===== src/rtl/gmux_hsck_ctrl_if.sv =====
// Control bundle between the clock-management sequencer and the HSCK global mux.
interface gmux_hsck_ctrl_if;
  logic       REQ_SEL;
  logic [3:0] QUAD_EN;
  logic [3:0] QUAD_LP;
  logic [3:0] DYN_MODE;
  logic [3:0] DYN_GATE;
  logic       SSEL;
  logic [3:0] Q_SEN;
  logic [3:0] Q_DEN;
  logic [3:0] Q_DYNEN;
  logic [3:0] Q_VLP;
  logic       BUSY;
  logic       DONE;

  modport master (
    output REQ_SEL, QUAD_EN, QUAD_LP, DYN_MODE, DYN_GATE,
    input  SSEL, Q_SEN, Q_DEN, Q_DYNEN, Q_VLP, BUSY, DONE
  );

  modport slave (
    input  REQ_SEL, QUAD_EN, QUAD_LP, DYN_MODE, DYN_GATE,
    output SSEL, Q_SEN, Q_DEN, Q_DYNEN, Q_VLP, BUSY, DONE
  );
endinterface


===== src/rtl/gmux_hsck_ctrl.sv =====
// Glitch-safe HSCK/GCLKIN switchover sequencer with per-quadrant low-power sequencing.
// All outputs registered; a switchover takes 3*SETTLE_CYCLES cycles, requests are ignored while BUSY.
module gmux_hsck_ctrl #(
  parameter int unsigned SETTLE_CYCLES = 4,
  parameter logic        RESET_SEL     = 1'b0
) (
  input  logic               QCK,
  input  logic               QRT,
  gmux_hsck_ctrl_if.slave    bus
);

  typedef enum logic [1:0] {
    ST_IDLE,
    ST_GATE,
    ST_SWITCH,
    ST_UNGATE
  } state_e;

  localparam logic [3:0] CNT_LOAD = 4'(SETTLE_CYCLES - 1);

  state_e     state_q, state_d;
  logic [3:0] cnt_q, cnt_d;
  logic       ssel_q, ssel_d;
  logic [3:0] sen_q, sen_d;
  logic [3:0] den_q, den_d;
  logic [3:0] dynen_q, dynen_d;
  logic [3:0] vlp_q, vlp_d;
  logic [3:0] en_hold_q, en_hold_d;
  logic       busy_q, busy_d;
  logic       done_q, done_d;

  always_comb begin
    state_d   = state_q;
    cnt_d     = cnt_q;
    ssel_d    = ssel_q;
    sen_d     = sen_q;
    den_d     = den_q;
    dynen_d   = dynen_q;
    vlp_d     = vlp_q;
    en_hold_d = en_hold_q;
    busy_d    = busy_q;
    done_d    = 1'b0;

    case (state_q)
      ST_IDLE: begin
        busy_d = 1'b0;
        if (bus.REQ_SEL != ssel_q) begin
          state_d   = ST_GATE;
          cnt_d     = CNT_LOAD;
          en_hold_d = bus.QUAD_EN;
          sen_d     = 4'b0;
          den_d     = 4'b0;
          dynen_d   = 4'b0;
          busy_d    = 1'b1;
        end else begin
          for (int i = 0; i < 4; i++) begin
            if (bus.QUAD_LP[i] && !vlp_q[i]) begin
              // Quadrant must be dark for a full cycle before VLP may rise.
              sen_d[i]   = 1'b0;
              den_d[i]   = 1'b0;
              dynen_d[i] = 1'b0;
              vlp_d[i]   = !(sen_q[i] || den_q[i]);
            end else if (bus.QUAD_LP[i] || vlp_q[i]) begin
              // Either staying in low power, or leaving it: enables stay off this cycle.
              sen_d[i]   = 1'b0;
              den_d[i]   = 1'b0;
              dynen_d[i] = 1'b0;
              vlp_d[i]   = bus.QUAD_LP[i];
            end else begin
              sen_d[i]   = bus.QUAD_EN[i];
              den_d[i]   = bus.QUAD_EN[i] & bus.DYN_MODE[i];
              dynen_d[i] = bus.QUAD_EN[i] & bus.DYN_MODE[i] & bus.DYN_GATE[i];
            end
          end
        end
      end

      ST_GATE: begin
        sen_d   = 4'b0;
        den_d   = 4'b0;
        dynen_d = 4'b0;
        busy_d  = 1'b1;
        if (cnt_q == 4'd0) begin
          ssel_d  = ~ssel_q;
          state_d = ST_SWITCH;
          cnt_d   = CNT_LOAD;
        end else begin
          cnt_d = cnt_q - 4'd1;
        end
      end

      ST_SWITCH: begin
        sen_d   = 4'b0;
        den_d   = 4'b0;
        dynen_d = 4'b0;
        busy_d  = 1'b1;
        if (cnt_q == 4'd0) begin
          state_d = ST_UNGATE;
          cnt_d   = CNT_LOAD;
          sen_d   = en_hold_q & ~vlp_q;
        end else begin
          cnt_d = cnt_q - 4'd1;
        end
      end

      ST_UNGATE: begin
        sen_d   = en_hold_q & ~vlp_q;
        den_d   = 4'b0;
        dynen_d = 4'b0;
        busy_d  = 1'b1;
        if (cnt_q == 4'd0) begin
          state_d = ST_IDLE;
          cnt_d   = 4'd0;
          busy_d  = 1'b0;
          done_d  = 1'b1;
        end else begin
          cnt_d = cnt_q - 4'd1;
        end
      end

      default: begin
        state_d = ST_IDLE;
        cnt_d   = 4'd0;
        busy_d  = 1'b0;
      end
    endcase
  end

  always_ff @(posedge QCK or posedge QRT) begin
    if (QRT) begin
      state_q   <= ST_IDLE;
      cnt_q     <= 4'd0;
      ssel_q    <= RESET_SEL;
      sen_q     <= 4'b0;
      den_q     <= 4'b0;
      dynen_q   <= 4'b0;
      vlp_q     <= 4'b0;
      en_hold_q <= 4'b0;
      busy_q    <= 1'b0;
      done_q    <= 1'b0;
    end else begin
      state_q   <= state_d;
      cnt_q     <= cnt_d;
      ssel_q    <= ssel_d;
      sen_q     <= sen_d;
      den_q     <= den_d;
      dynen_q   <= dynen_d;
      vlp_q     <= vlp_d;
      en_hold_q <= en_hold_d;
      busy_q    <= busy_d;
      done_q    <= done_d;
    end
  end

  assign bus.SSEL    = ssel_q;
  assign bus.Q_SEN   = sen_q;
  assign bus.Q_DEN   = den_q;
  assign bus.Q_DYNEN = dynen_q;
  assign bus.Q_VLP   = vlp_q;
  assign bus.BUSY    = busy_q;
  assign bus.DONE    = done_q;

endmodule


===== src/flat_wrapper.sv =====
// flat-port wrapper written by rule: the top's interface ports become plain ports
module gmux_hsck_ctrl_flat 
#(
  parameter int unsigned SETTLE_CYCLES = 4,
  parameter logic        RESET_SEL     = 1'b0
)
  (QCK, QRT, bus_REQ_SEL, bus_QUAD_EN, bus_QUAD_LP, bus_DYN_MODE, bus_DYN_GATE, bus_SSEL, bus_Q_SEN, bus_Q_DEN, bus_Q_DYNEN, bus_Q_VLP, bus_BUSY, bus_DONE);
  gmux_hsck_ctrl_if bus_i ();
  input  logic QCK;
  input  logic QRT;
  input wire logic [$bits(bus_i.REQ_SEL)-1:0] bus_REQ_SEL;
  input wire logic [$bits(bus_i.QUAD_EN)-1:0] bus_QUAD_EN;
  input wire logic [$bits(bus_i.QUAD_LP)-1:0] bus_QUAD_LP;
  input wire logic [$bits(bus_i.DYN_MODE)-1:0] bus_DYN_MODE;
  input wire logic [$bits(bus_i.DYN_GATE)-1:0] bus_DYN_GATE;
  output wire logic [$bits(bus_i.SSEL)-1:0] bus_SSEL;
  output wire logic [$bits(bus_i.Q_SEN)-1:0] bus_Q_SEN;
  output wire logic [$bits(bus_i.Q_DEN)-1:0] bus_Q_DEN;
  output wire logic [$bits(bus_i.Q_DYNEN)-1:0] bus_Q_DYNEN;
  output wire logic [$bits(bus_i.Q_VLP)-1:0] bus_Q_VLP;
  output wire logic [$bits(bus_i.BUSY)-1:0] bus_BUSY;
  output wire logic [$bits(bus_i.DONE)-1:0] bus_DONE;
  assign bus_i.REQ_SEL = bus_REQ_SEL;
  assign bus_i.QUAD_EN = bus_QUAD_EN;
  assign bus_i.QUAD_LP = bus_QUAD_LP;
  assign bus_i.DYN_MODE = bus_DYN_MODE;
  assign bus_i.DYN_GATE = bus_DYN_GATE;
  assign bus_SSEL = bus_i.SSEL;
  assign bus_Q_SEN = bus_i.Q_SEN;
  assign bus_Q_DEN = bus_i.Q_DEN;
  assign bus_Q_DYNEN = bus_i.Q_DYNEN;
  assign bus_Q_VLP = bus_i.Q_VLP;
  assign bus_BUSY = bus_i.BUSY;
  assign bus_DONE = bus_i.DONE;
  gmux_hsck_ctrl #(.SETTLE_CYCLES(SETTLE_CYCLES), .RESET_SEL(RESET_SEL)) u_core (.QCK(QCK), .QRT(QRT), .bus(bus_i));
endmodule

===== config.mk =====
export PLATFORM = sky130hd
export DESIGN_NAME = gmux_hsck_ctrl_flat
export DESIGN_NICKNAME = d
export VERILOG_FILES = /design/src/rtl/gmux_hsck_ctrl_if.sv /design/src/rtl/gmux_hsck_ctrl.sv /design/src/flat_wrapper.sv
export SDC_FILE = /design/constraint.sdc
export NUM_CORES = 1
export LEC_CHECK = 0
export ABC_AREA = 1
export BUFFER_PORTS_ARGS = -buffer_cell sky130_fd_sc_hd__buf_2
export CAP_MARGIN = 0
export CORE_UTILIZATION = 35
export DETAILED_ROUTE_END_ITERATION = 10
export MAX_ROUTING_LAYER = met4
export SLEW_MARGIN = 20
export SYNTH_ARGS = -nofsm -noshare
export SYNTH_HDL_FRONTEND = slang
export SYNTH_SLANG_ARGS = --single-unit
export TNS_END_PERCENT = 100

===== constraint.sdc =====
create_clock -name QCK -period 3.1 [get_ports QCK]
set_input_delay 0.155 -clock QCK [delete_from_list [all_inputs] [get_ports QCK]]
set_output_delay 0.155 -clock QCK [all_outputs]
set_load 0.03 [all_outputs]

# Word-level counts from Yosys, hierarchy flattened
# Cells that the tools add are included.
# classes
reduce_logical,35
mux,53
n_addsub,1
eq_ne,8
bitwise_logic,12
# ops
operator,count
$mux W1,36
$mux W4,7
$pmux W4 S2,2
$pmux W4 S4,1
$pmux W4 S3,1
$reduce_and A3 Y1,4
$and A1 B1 Y1,8
$logic_not A1 Y1,8
$logic_or A1 B1 Y1,8
$mux W2,4
$ne A2 B1 Y1 const B,4
$pmux W2 S4,1
$reduce_bool A2 Y1,4
$and A4 B4 Y4,1
$eq A2 B2 Y1 const B,2
$logic_and A1 B1 Y1,4
$logic_not A4 Y1,1
$not A4 Y4,1
$reduce_and A2 Y1,2
$reduce_and A4 Y1,1
$sub A4 B1 Y4 const B,1
$pmux W1 S3,1
$reduce_or A3 Y1,1
$eq A2 B1 Y1 const B,1
4 further kinds,5
# word_totals
wordCells,122
input_bits,19
regBits,29

# Longest topological paths before layout
# Gate-level depths: netlist of run 1.
# logic_depth
ltp_word,6
mapped_depth,8

# Worst setup path before layout of run 1
# No wires, ideal clock.
# synth_path
path_kind,reg2reg
from,register u_core.state_q[0]
to,register u_core.cnt_q[2]
path_stages_with_launch,9
synth_period_minus_slack_ps,1290
path_buffers,1
t_arrival_ps,1227
path_slack_ps,1810
setup_ps,63
path_cell_list,dfrtp_1 > inv_1 > ha_1 > inv_2 > buf_4 > nand2_1 > o21ai_2 > nand2_1 > inv_1
# synth_via
elab_chain_len,3
elab_cells_between_ends,7
classes_between,eq/ne: 4; mux: 1; reduce/logical: 2
# synth_lines
item,line,source
from (decl),gmux_hsck_ctrl.sv:21,"state_e state_q, state_d;"
from (signal assigned),gmux_hsck_ctrl.sv:142,state_q <= state_d;
$eq A2 B1 Y1 / $eq A2 B2 Y1 (equally long branches),gmux_hsck_ctrl.sv:44,case (state_q)
$reduce_or A2 Y1 (no line),n/a,
$pmux W4 S3,gmux_hsck_ctrl.sv:44,
to (signal assigned),gmux_hsck_ctrl.sv:143,cnt_q <= cnt_d;
to (decl),gmux_hsck_ctrl.sv:22,"logic [3:0] cnt_q, cnt_d;"
# Parallel ways exist; a longest one is shown, timed or not.
# A chain may end at the register's enable or synchronous reset.

# Final worst setup path of run 1
# layout_path
from,register u_core.state_q[0]
to,register u_core.vlp_q[0] (netlist: u_core.bus.Q_VLP[0])
# layout_via
elab_chain_len,2
# layout_lines
item,line,source
$logic_not A2 Y1,gmux_hsck_ctrl.sv:44,
$reduce_and A3 Y1 (no line),n/a,
to (signal assigned),gmux_hsck_ctrl.sv:148,vlp_q <= vlp_d;
to (decl),gmux_hsck_ctrl.sv:27,"logic [3:0] vlp_q, vlp_d;"
# No other way between the ends.

==> impl_metrics.csv, run 1 <==
group,metric,value,unit
run_status,outcome,"completed",
grt,overflow,0,
grt,grt_max_degree,30,
worst_setup_path,cpMaxStageDelayCell,"dfrtp_1",
sta,fin_crit,1.47,ns
yosys,synth-simple-area-share,30.2,%
yosys,yosys.area.top_type,"dfrtp_1",
power_and_ir_drop,vdd_drop_max,0.477,mV
yosys,synth_mux_area_share,0,%
worst_setup_path,crit_path_end_kind,"flip-flop",
grt,grt_pass1_wl,4930,um
cts,cts.path.max_buffers,2,
finish,fillers,386,
floorplan,die_height,66.8,um
drt,vias_per_cell,4.59,
power_and_ir_drop,power_per_cell_area,1030,mW/mm^2
yosys,synth_fp_nets,191,
yosys,synth_edf_count,0,
sta,fmax,682,MHz
hold_path,min_path_type,"in -> reg",
cts,post_cts_buffers,0,
sta,slew_headroom,75.3,%
sta,setup_viol,0,
finish,layout_commonest_cell,"buf_2",
grt,antenna_found_initial,0,
sta,final.period_utilization,47.3,%
finish,final_cells,260,
worst_setup_path,path_class,"reg -> reg",
drt,wirelength,3050,um
worst_setup_path,r2r_cells,6,
cts,numCtsBuffers,5,
yosys,synth_xor_area_share,1.19,%
hold_path,holdPathStages,3,
yosys,yosys_warnings,0,
cts,h-tree-depth,2,
floorplan,dieArea,0.00446,mm^2
cts,cts.sinks,29,
yosys,seq_area_frac_synth,49.4,%
yosys,netlist_instances,165,
finish,layout_common_cells,"37 x buf_2, 29 x dfrtp_1, 28 x nand2_1",
power_and_ir_drop,power.total,0.00188,W
floorplan,core-area,0.00400,mm^2
worst_setup_path,worstPathArrival,1.67,ns
finish,layout.nets,235,
sta,worst_pin_slew,0.370,ns
cts,clock_latency,0.28,ns
yosys,yosys-top-cells-area,"dfrtp_1 49%, nand2_1 7.2%, ha_1 6.0%",
placed_design,gp_congestion,0.817,
placed_design,preCtsSetupSlack,1.63,ns
yosys,ys.flop_type,"dfrtp_1",
placed_design,dp_cells,251,
sta,hold_violations,0,
floorplan,io_pins,38,
finish,drive_gt1_share,32.4,%
yosys,synth_top_family_by_area,"simple AND/OR/NAND/NOR gates",
floorplan,floorplan.initialDensity,36.7,%
drt,wire_per_inst,11.7,um
sta,fin_setup_tns,0,ns
worst_setup_path,critPathMaxStageDelay,0.41,ns
drt,ant_nets,0,
worst_setup_path,cp_max_fo,13,
worst_setup_path,required,3.30,ns
cts,clock-root-buffer,"clkbuf_8",
finish,antenna_cells,0,
drt,vias,1193,
finish,areaGrowthSynthToFinish,24.7,%
yosys,synth_area_per_cell,8.89,um^2
drt,drtPass1Iterations,4,
grt,grt_use_total,15.8,%
yosys,yosysTopAreaCellShare,49.4,%
yosys,synthAdderAreaFrac,5.97,%
floorplan,rows,23,
run,drv_cap,0,
drt,drc,0,
placed_design,io_buffers,37,
sta,worst_slack,1.63,ns
grt,grt_pass1_vias,1080,
worst_setup_path,worstSetupStartpointType,"flip-flop",
placed_design,hpwl,2210,um
yosys,ys_ff_latch,29,
yosys,async_reset_ff_share,100,%
sta,grt_setup_unrepaired,"false",
yosys,syn_area,0.00147,mm^2
power_and_ir_drop,p_leak,1.01,nW
worst_setup_path,cp_cell_sequence,"inv_1 > ha_1 > nand3_4 > inv_2 > nand2_1 > a21oi_1",
yosys,synth-compound-area-share,5.54,%
drt,drt_iter0_markers,97,
floorplan,die_w,66.8,um
cts,cts.clk_slew.worst_paths,0.06,ns
yosys,synth.distinct_cells,22,
cts,cts_tree,"done",
sta,drv_slew,0,
sta,finalClockSkew,0.00556,ns
[timing repair]
action,in CTS,in global routing
hold buffers,1,0
resized for setup,0,0
endpoints found under the hold margin,29,0
[critical path, delay by kind of cell (launching register included)]
kind            cells  cell delay, ns
compound gates      1            0.12
fa+ha+maj           1            0.29
buf+inv             2            0.29
flops               1            0.41
simple gates        2            0.28
[final timing paths]
check | startpoint | slack [ns] | end
max | u_core.state_q[0] | 1.63 | u_core.bus.Q_VLP[0]
min | bus_DYN_MODE[2] | 0.10 | u_core.bus.Q_DEN[2]
max reg2reg | u_core.state_q[0] | 1.63 | u_core.bus.Q_VLP[0]
min reg2reg | u_core.en_hold_q[3] | 0.48 | u_core.en_hold_q[3]
max in group asynchronous | QRT | 2.33 | u_core.bus.BUSY
min in group asynchronous | QRT | 0.49 | u_core.bus.Q_VLP[0]
[power breakdown]
| part | switching [W] | internal [W] | leakage (nW) |
|---|---|---|---|
| clock | 0.000141 | 0.000262 | 0.0585 |
| sequential | 0.0000750 | 0.000498 | 0.369 |
| combinational | 0.000615 | 0.000287 | 0.586 |
| total | 0.000831 | 0.00105 | 1.01 |
[flip-flops by register name, indices dropped and copies added, names as in the netlist, 2 cells and up]
name                cells
u_core.bus.Q_DYNEN      4
u_core.cnt_q            4
u_core.bus.Q_SEN        4
u_core.bus.Q_DEN        4
u_core.en_hold_q        4
u_core.bus.Q_VLP        4
u_core.state_q          2
[cell usage after synthesis, types with 2 or more instances]
master    n
nand3_1  11
nand2_2   4
nand4_1   5
inv_1    21
a21oi_1   7
inv_2     4
ha_1      7
nor3_1    4
o21ai_1   3
nor2_2    4
nor2_1   22
nand3_2   5
nand2_1  28
o21ai_2   3
dfrtp_1  29
xor2_1    2
[metrics by stage]
stage / util (%) / hold slack (ns) / instance area, um^2
global route: 45.8 / 0.101 / 1830
CTS: 45.8 / 0.0972 / 1830
detailed placement: 42.6 / 0.254 / 1700
global placement: 42.6 / 0.249 / 1700
floorplan: - / 0.233 / 1470
finish: 45.8 / 0.103 / 1830
[layout make-up]
| class | instances | area, um^2 | share of cell area [%] |
|---|---|---|---|
| sequential | 29 | 726 | 39.6 |
| multi-input combinational | 109 | 629 | 34.4 |
| timing repair buffer | 39 | 203 | 11.1 |
| inverter | 25 | 93.8 | 5.13 |
| clock buffer | 7 | 86.3 | 4.72 |
| tap | 50 | 62.6 | 3.42 |
| clock inverter | 1 | 30.0 | 1.64 |
[kinds of logic after synthesis]
group                      after synthesis
AOI/OAI and AO/OA                       14
xor gates and xnor gates                 2
adders and majority gates                7
buffers and inverters                   27
DFF                                     29
and+or+nand+nor                         86
[metal layers]
metal | GRT usage [%] | up-vias | wire length, um
li1 | - | 610 | -
met5 | - | - | 0
met4 | 6.38 | 0 | 30
met1 | 20.2 | 551 | 1470
met2 | 23.0 | 27 | 1410
met3 | 4.97 | 5 | 138
(Power assumes the default switching activity.)
==> run 2: changes to the inputs <==
Clock period 3.1 ns to 1.4 ns, I/O delays scaled along.
==> run 2 against run 1 <==
Compared with the run above: flip-flop and latch count unchanged; clock power up 120%; sequential power up 120%; worst setup slack worse by 1.6 ns; cell area up 7.7%.
==> impl_metrics.csv, run 2 (synthesized netlist as in run 1, its figures left out) <==
group,metric,value,unit
worst_setup_path,worstSetupStartpointType,"flip-flop",
worst_setup_path,cp_cell_sequence,"inv_1 > ha_2 > nand3_4 > o21ai_4 > nand3_1 > nand2_1",
sta,hold-worst-slack,0.0162,ns
sta,finalClockSkew,0.00673,ns
worst_setup_path,cp_max_fo,6,
sta,setup_viol,0,
cts,numCtsBuffers,5,
sta,worst_pin_slew,0.374,ns
sta,worst_slack,0.0792,ns
drt,drtPass1Iterations,4,
power_and_ir_drop,p_switching,0.00195,W
cts,cts.path.max_buffers,2,
grt,overflow,0,
worst_setup_path,worstPathArrival,1.53,ns
finish,drive_gt1_share,40.5,%
floorplan,floorplan.initialDensity,36.7,%
sta,fin_crit,1.32,ns
drt,vias_per_cell,4.58,
worst_setup_path,path_class,"reg -> reg",
finish,final_util,49.3,%
placed_design,preCtsSetupSlack,-0.0333,ns
power_and_ir_drop,clkPwrFrac,19.5,%
finish,layout.nets,247,
drt,wirelength,3150,um
floorplan,die_height,66.8,um
power_and_ir_drop,power.share.switching,42.7,%
cts,cts.sinks,29,
placed_design,gp_congestion,0.808,
grt,grt_pass1_wl,5150,um
power_and_ir_drop,power.internal,0.00261,W
floorplan,dieArea,0.00446,mm^2
power_and_ir_drop,seq_power_share,28.0,%
finish,areaGrowthSynthToFinish,34.3,%
worst_setup_path,critPathMaxStageDelay,0.38,ns
worst_setup_path,cpMaxStageDelayCell,"dfrtp_1",
worst_setup_path,regToRegSetupSlack,0.08,ns
worst_setup_path,crit_path_end_kind,"flip-flop",
placed_design,hpwl,2310,um
floorplan,rows,23,
sta,final.period_utilization,94.3,%
hold_path,min_path_type,"in -> reg",
power_and_ir_drop,power_frac_comb,52.5,%
worst_setup_path,required,1.61,ns
sta,slew_headroom,75.1,%
sta,hold_violations,0,
floorplan,core-area,0.00400,mm^2
cts,clock-root-buffer,"clkbuf_8",
placed_design,io_buffers,37,
floorplan,io_pins,38,
cts,cts_tree,"done",
power_and_ir_drop,power_per_cell_area,2310,mW/mm^2
finish,layout_commonest_cell,"buf_2",
drt,drc,0,
power_and_ir_drop,vdd_drop_max,1.22,mV
grt,antenna_found_initial,0,
cts,clock_latency,0.28,ns
sta,drv_slew,0,
sta,fmax,757,MHz
drt,ant_nets,0,
finish,layout_common_cells,"37 x buf_2, 29 x dfrtp_1, 27 x nand2_1",
grt,grt_max_degree,30,
drt,drt_iter0_markers,64,
finish,antenna_cells,0,
floorplan,die_w,66.8,um
grt,grt_pass1_vias,1153,
drt,vias,1247,
run_status,outcome,"completed",
cts,cts.clk_slew.worst_paths,0.06,ns
cts,h-tree-depth,2,
drt,wire_per_inst,11.6,um
power_and_ir_drop,p_leak,1.07,nW
run,drv_cap,0,
grt,grt_use_total,16.5,%
[run 2: layer usage]
metal	track usage (%)	wire length, um	up-vias
met4	5.59	14	0
met1	20.8	1380	573
met5	-	0	-
li1	-	-	638
met3	4.62	164	2
met2	25.1	1590	34
[run 2: timing repair]
action	CTS	global route
setup endpoints to repair	8	17
hold buffers	1	0
pin swaps	0	3
gates cloned	0	0
endpoints found under the hold margin	29	0
setup buffers	0	3
gates resized for setup	1	15
[run 2: metrics by stage]
stage	instance area, um^2	TNS [ns]	cells	total power (W)
finish	1970	0	272	0.00455
global route	1970	-0.0475	272	0.00494
CTS	1900	0	269	0.00438
detailed placement	1770	-0.121	260	0.00347
global placement	1770	-0.0572	260	0.00345
floorplan	1470	0	165	0.00284
[run 2: power groups by stage]
stage	Combinational (W)	Sequential [W]	Clock, W
6_report	0.00239	0.00127	0.000889
5_1_grt	0.00267	0.00131	0.000958
4_1_cts	0.00220	0.00126	0.000913
3_5_place_dp	0.00219	0.00128	0
3_3_place_gp	0.00217	0.00128	0
2_1_floorplan	0.00135	0.00149	0
[run 2: final timing paths]
check,startpoint,endpoint,cells past startpoint
max in group asynchronous,QRT,u_core.bus.SSEL,4
worst min register to register,u_core.en_hold_q[3],u_core.en_hold_q[3],2
min in group asynchronous,QRT,u_core.bus.Q_VLP[0],4
worst max-delay path,u_core.cnt_q[0],u_core.bus.Q_SEN[3],6
worst max register to register,u_core.cnt_q[0],u_core.bus.Q_SEN[3],6
worst min-delay path,bus_DYN_MODE[2],u_core.bus.Q_DEN[2],3
[run 2: cell type report]
cell class / count / area, um^2
clock buffer: 7 / 86.3
clock inverter: 1 / 30.0
fill: 392 / 2030
inverter: 25 / 98.8
multi-input combinational: 109 / 662
sequential: 29 / 726
tap: 50 / 62.6
timing repair buffer: 51 / 305
[run 2: worst max-delay path: cells and delay by family, from the launching register on]
kind | cells | cell delay (ns)
buffers and inverters | 1 | 0.09
adder cells (fa/ha/maj) | 1 | 0.21
flip-flops | 1 | 0.38
AO/OA/AOI/OAI | 1 | 0.26
AND/OR/NAND/NOR | 3 | 0.31
==> run 3: changes to the inputs <==
Settings changed: REMOVE_ABC_BUFFERS set to 1.
==> run 3 against run 2 <==
Compared with the run above: power is 2.8% lower; first-iteration DRC count up 22%; largest cell class unchanged; sequential share of layout area is 0.21 points higher; die area did not move; largest power group unchanged; wire length grew 3.2%.
==> impl_metrics.csv, run 3 (synthesized netlist as in run 1, its figures left out) <==
group,metric,value,unit
floorplan,dieArea,0.00446,mm^2
drt,dr.max_layer_used,"met4",
run,drv_cap,0,
sta,drv_slew,0,
drt,drtPass1Iterations,4,
finish,stdcell_area,0.00196,mm^2
finish,areaGrowthSynthToFinish,33.5,%
cts,cts.sinks,29,
grt,grt_pass1_wl,5130,um
cts,h-tree-depth,2,
cts,cts_tree,"done",
sta,worst_pin_slew,0.375,ns
drt,wl_met2,1540,um
drt,drt_iter0_markers,78,
grt,grt_pass1_vias,1128,
hold_path,min_path_type,"in -> reg",
hold_path,holdPathStages,3,
worst_setup_path,rr_endpoint,"u_core.bus.Q_VLP[2]",
floorplan,rows,23,
power_and_ir_drop,vdd_drop_max,1.09,mV
floorplan,core-area,0.00400,mm^2
worst_setup_path,worstPathArrival,1.50,ns
grt,antenna_found_initial,0,
placed_design,gp_congestion,0.809,
floorplan,io_pins,38,
power_and_ir_drop,power_per_cell_area,2260,mW/mm^2
sta,finalClockSkew,0.00686,ns
worst_setup_path,cpMaxStageDelayCell,"dfrtp_1",
hold_path,worstHoldEndpoint,"u_core.bus.Q_DEN[2]",
placed_design,dp_cells,261,
cts,cts.clk_slew.worst_paths,0.07,ns
power_and_ir_drop,p_leak,1.07,nW
sta,fin_setup_tns,0,ns
finish,layout.nets,248,
cts,numCtsBuffers,5,
sta,setup_viol,0,
floorplan,die_w,66.8,um
worst_setup_path,crit_path_end_kind,"flip-flop",
worst_setup_path,path_class,"reg -> reg",
sta,grt_setup_unrepaired,"true",
placed_design,placed_area,0.00178,mm^2
grt,overflow,0,
worst_setup_path,cp_cell_sequence,"inv_1 > ha_2 > nand3_4 > buf_4 > nor2_1 > a21oi_1",
finish,drive_gt1_share,40.8,%
drt,vias_per_cell,4.58,
cts,cts.path.max_buffers,2,
grt,grt_use_total,16.5,%
drt,ant_nets,0,
placed_design,io_buffers,37,
worst_setup_path,regToRegSetupSlack,0.07,ns
cts,clock_latency,0.28,ns
worst_setup_path,r2r_cells,6,
placed_design,hpwl,2350,um
sta,fin_crit,1.33,ns
worst_setup_path,worstSetupStartpointType,"flip-flop",
drt,drc,0,
drt,routed-wl-met3,115,um
cts,clock-root-buffer,"clkbuf_8",
finish,layout_common_cells,"37 x buf_2, 29 x dfrtp_1, 26 x nand2_1",
worst_setup_path,path_delay_family,"flip-flops",
sta,final.period_utilization,95.3,%
grt,grt_max_degree,30,
power_and_ir_drop,power.total,0.00443,W
drt,wirelength,3250,um
worst_setup_path,critPathMaxStageDelay,0.39,ns
worst_setup_path,cp_max_fo,11,
worst_setup_path,reg2reg_from,"u_core.state_q[1]",
floorplan,die_height,66.8,um
hold_path,hold_start,"bus_DYN_MODE[2]",
finish,final_cells,273,
worst_setup_path,required,1.56,ns
drt,vias,1250,
run_status,outcome,"completed",
finish,layout_commonest_cell,"buf_2",
finish,final_util,49.0,%
finish,antenna_cells,0,
sta,slew_headroom,75.0,%
worst_setup_path,cp_num_buf_inv,2,
sta,hold_violations,0,
drt,wire_per_inst,11.9,um
sta,fmax,750,MHz
floorplan,floorplan.initialDensity,36.7,%
drt,met1Wirelength,1550,um
## run 3: cell count changes in the layout (fill, tap and decap cells not counted), sizes merged
cell	delta
buf	+1
clkinv	+1
bufinv	-1
## run 3: final cells by class
class                           instances  area (um^2)
Fill cell                             398         2040
Sequential cell                        29          726
Multi-Input combinational cell        109          669
Timing Repair Buffer                   52          304
Clock buffer                            7         96.3
Inverter                               25         96.3
Tap cell                               50         62.6
Clock inverter                          1         5.00
## run 3: how the worst max path moves through the flow
stage | from | to | slack [ns] | depth (start not counted)
2_1_floorplan | u_core.state_q[0] | u_core.state_q[0] | 0.16 | 5
3_3_place_gp | u_core.state_q[0] | u_core.bus.Q_DEN[2] | 0.02 | 6
3_5_place_dp | u_core.state_q[0] | u_core.bus.Q_DEN[2] | -0.004 | 6
4_1_cts | u_core.state_q[0] | u_core.state_q[0] | 0.008 | 8
5_1_grt | u_core.state_q[0] | u_core.state_q[0] | -0.02 | 8
6_report | u_core.state_q[1] | u_core.bus.Q_VLP[2] | 0.07 | 6
## run 3: worst register-to-register path, cell delays in order, from the launching register on
cell and delay, ns:
dfrtp_1 0.39, inv_1 0.11, ha_2 0.22, nand3_4 0.17, buf_4 0.20, nor2_1 0.07, a21oi_1 0.05
## run 3: report_power, final
| part | switching [W] | leakage (nW) | internal, W | total [W] |
|---|---|---|---|---|
| clock | 0.000315 | 0.0542 | 0.000444 | 0.000759 |
| sequential | 0.000162 | 0.369 | 0.00110 | 0.00127 |
| combinational | 0.00149 | 0.643 | 0.000911 | 0.00240 |
| total | 0.00197 | 1.07 | 0.00246 | 0.00443 |
## run 3: stage by stage
step,hold slack (ns),setup WS [ns]
after floorplan,0.148,0.160
after global placement,0.167,0.0187
after detailed placement,0.168,-0.00441
after CTS,0.0131,0.00772
after global routing,0.0244,-0.0229
final,0.0188,0.0664
## run 3: layer usage
metal / vias to the layer above / global-route usage, %
met5: - / -
met2: 21 / 24.9
met1: 588 / 20.8
li1: 636 / -
met4: 0 / 7.18
met3: 5 / 4.11
## run 3: what timing repair did
action	CTS	global route
buffers inserted	0	3
setup endpoints to repair	7	17
hold buffers	1	0
hold endpoints to repair	29	0
pin swaps	0	5
resized for setup	2	12
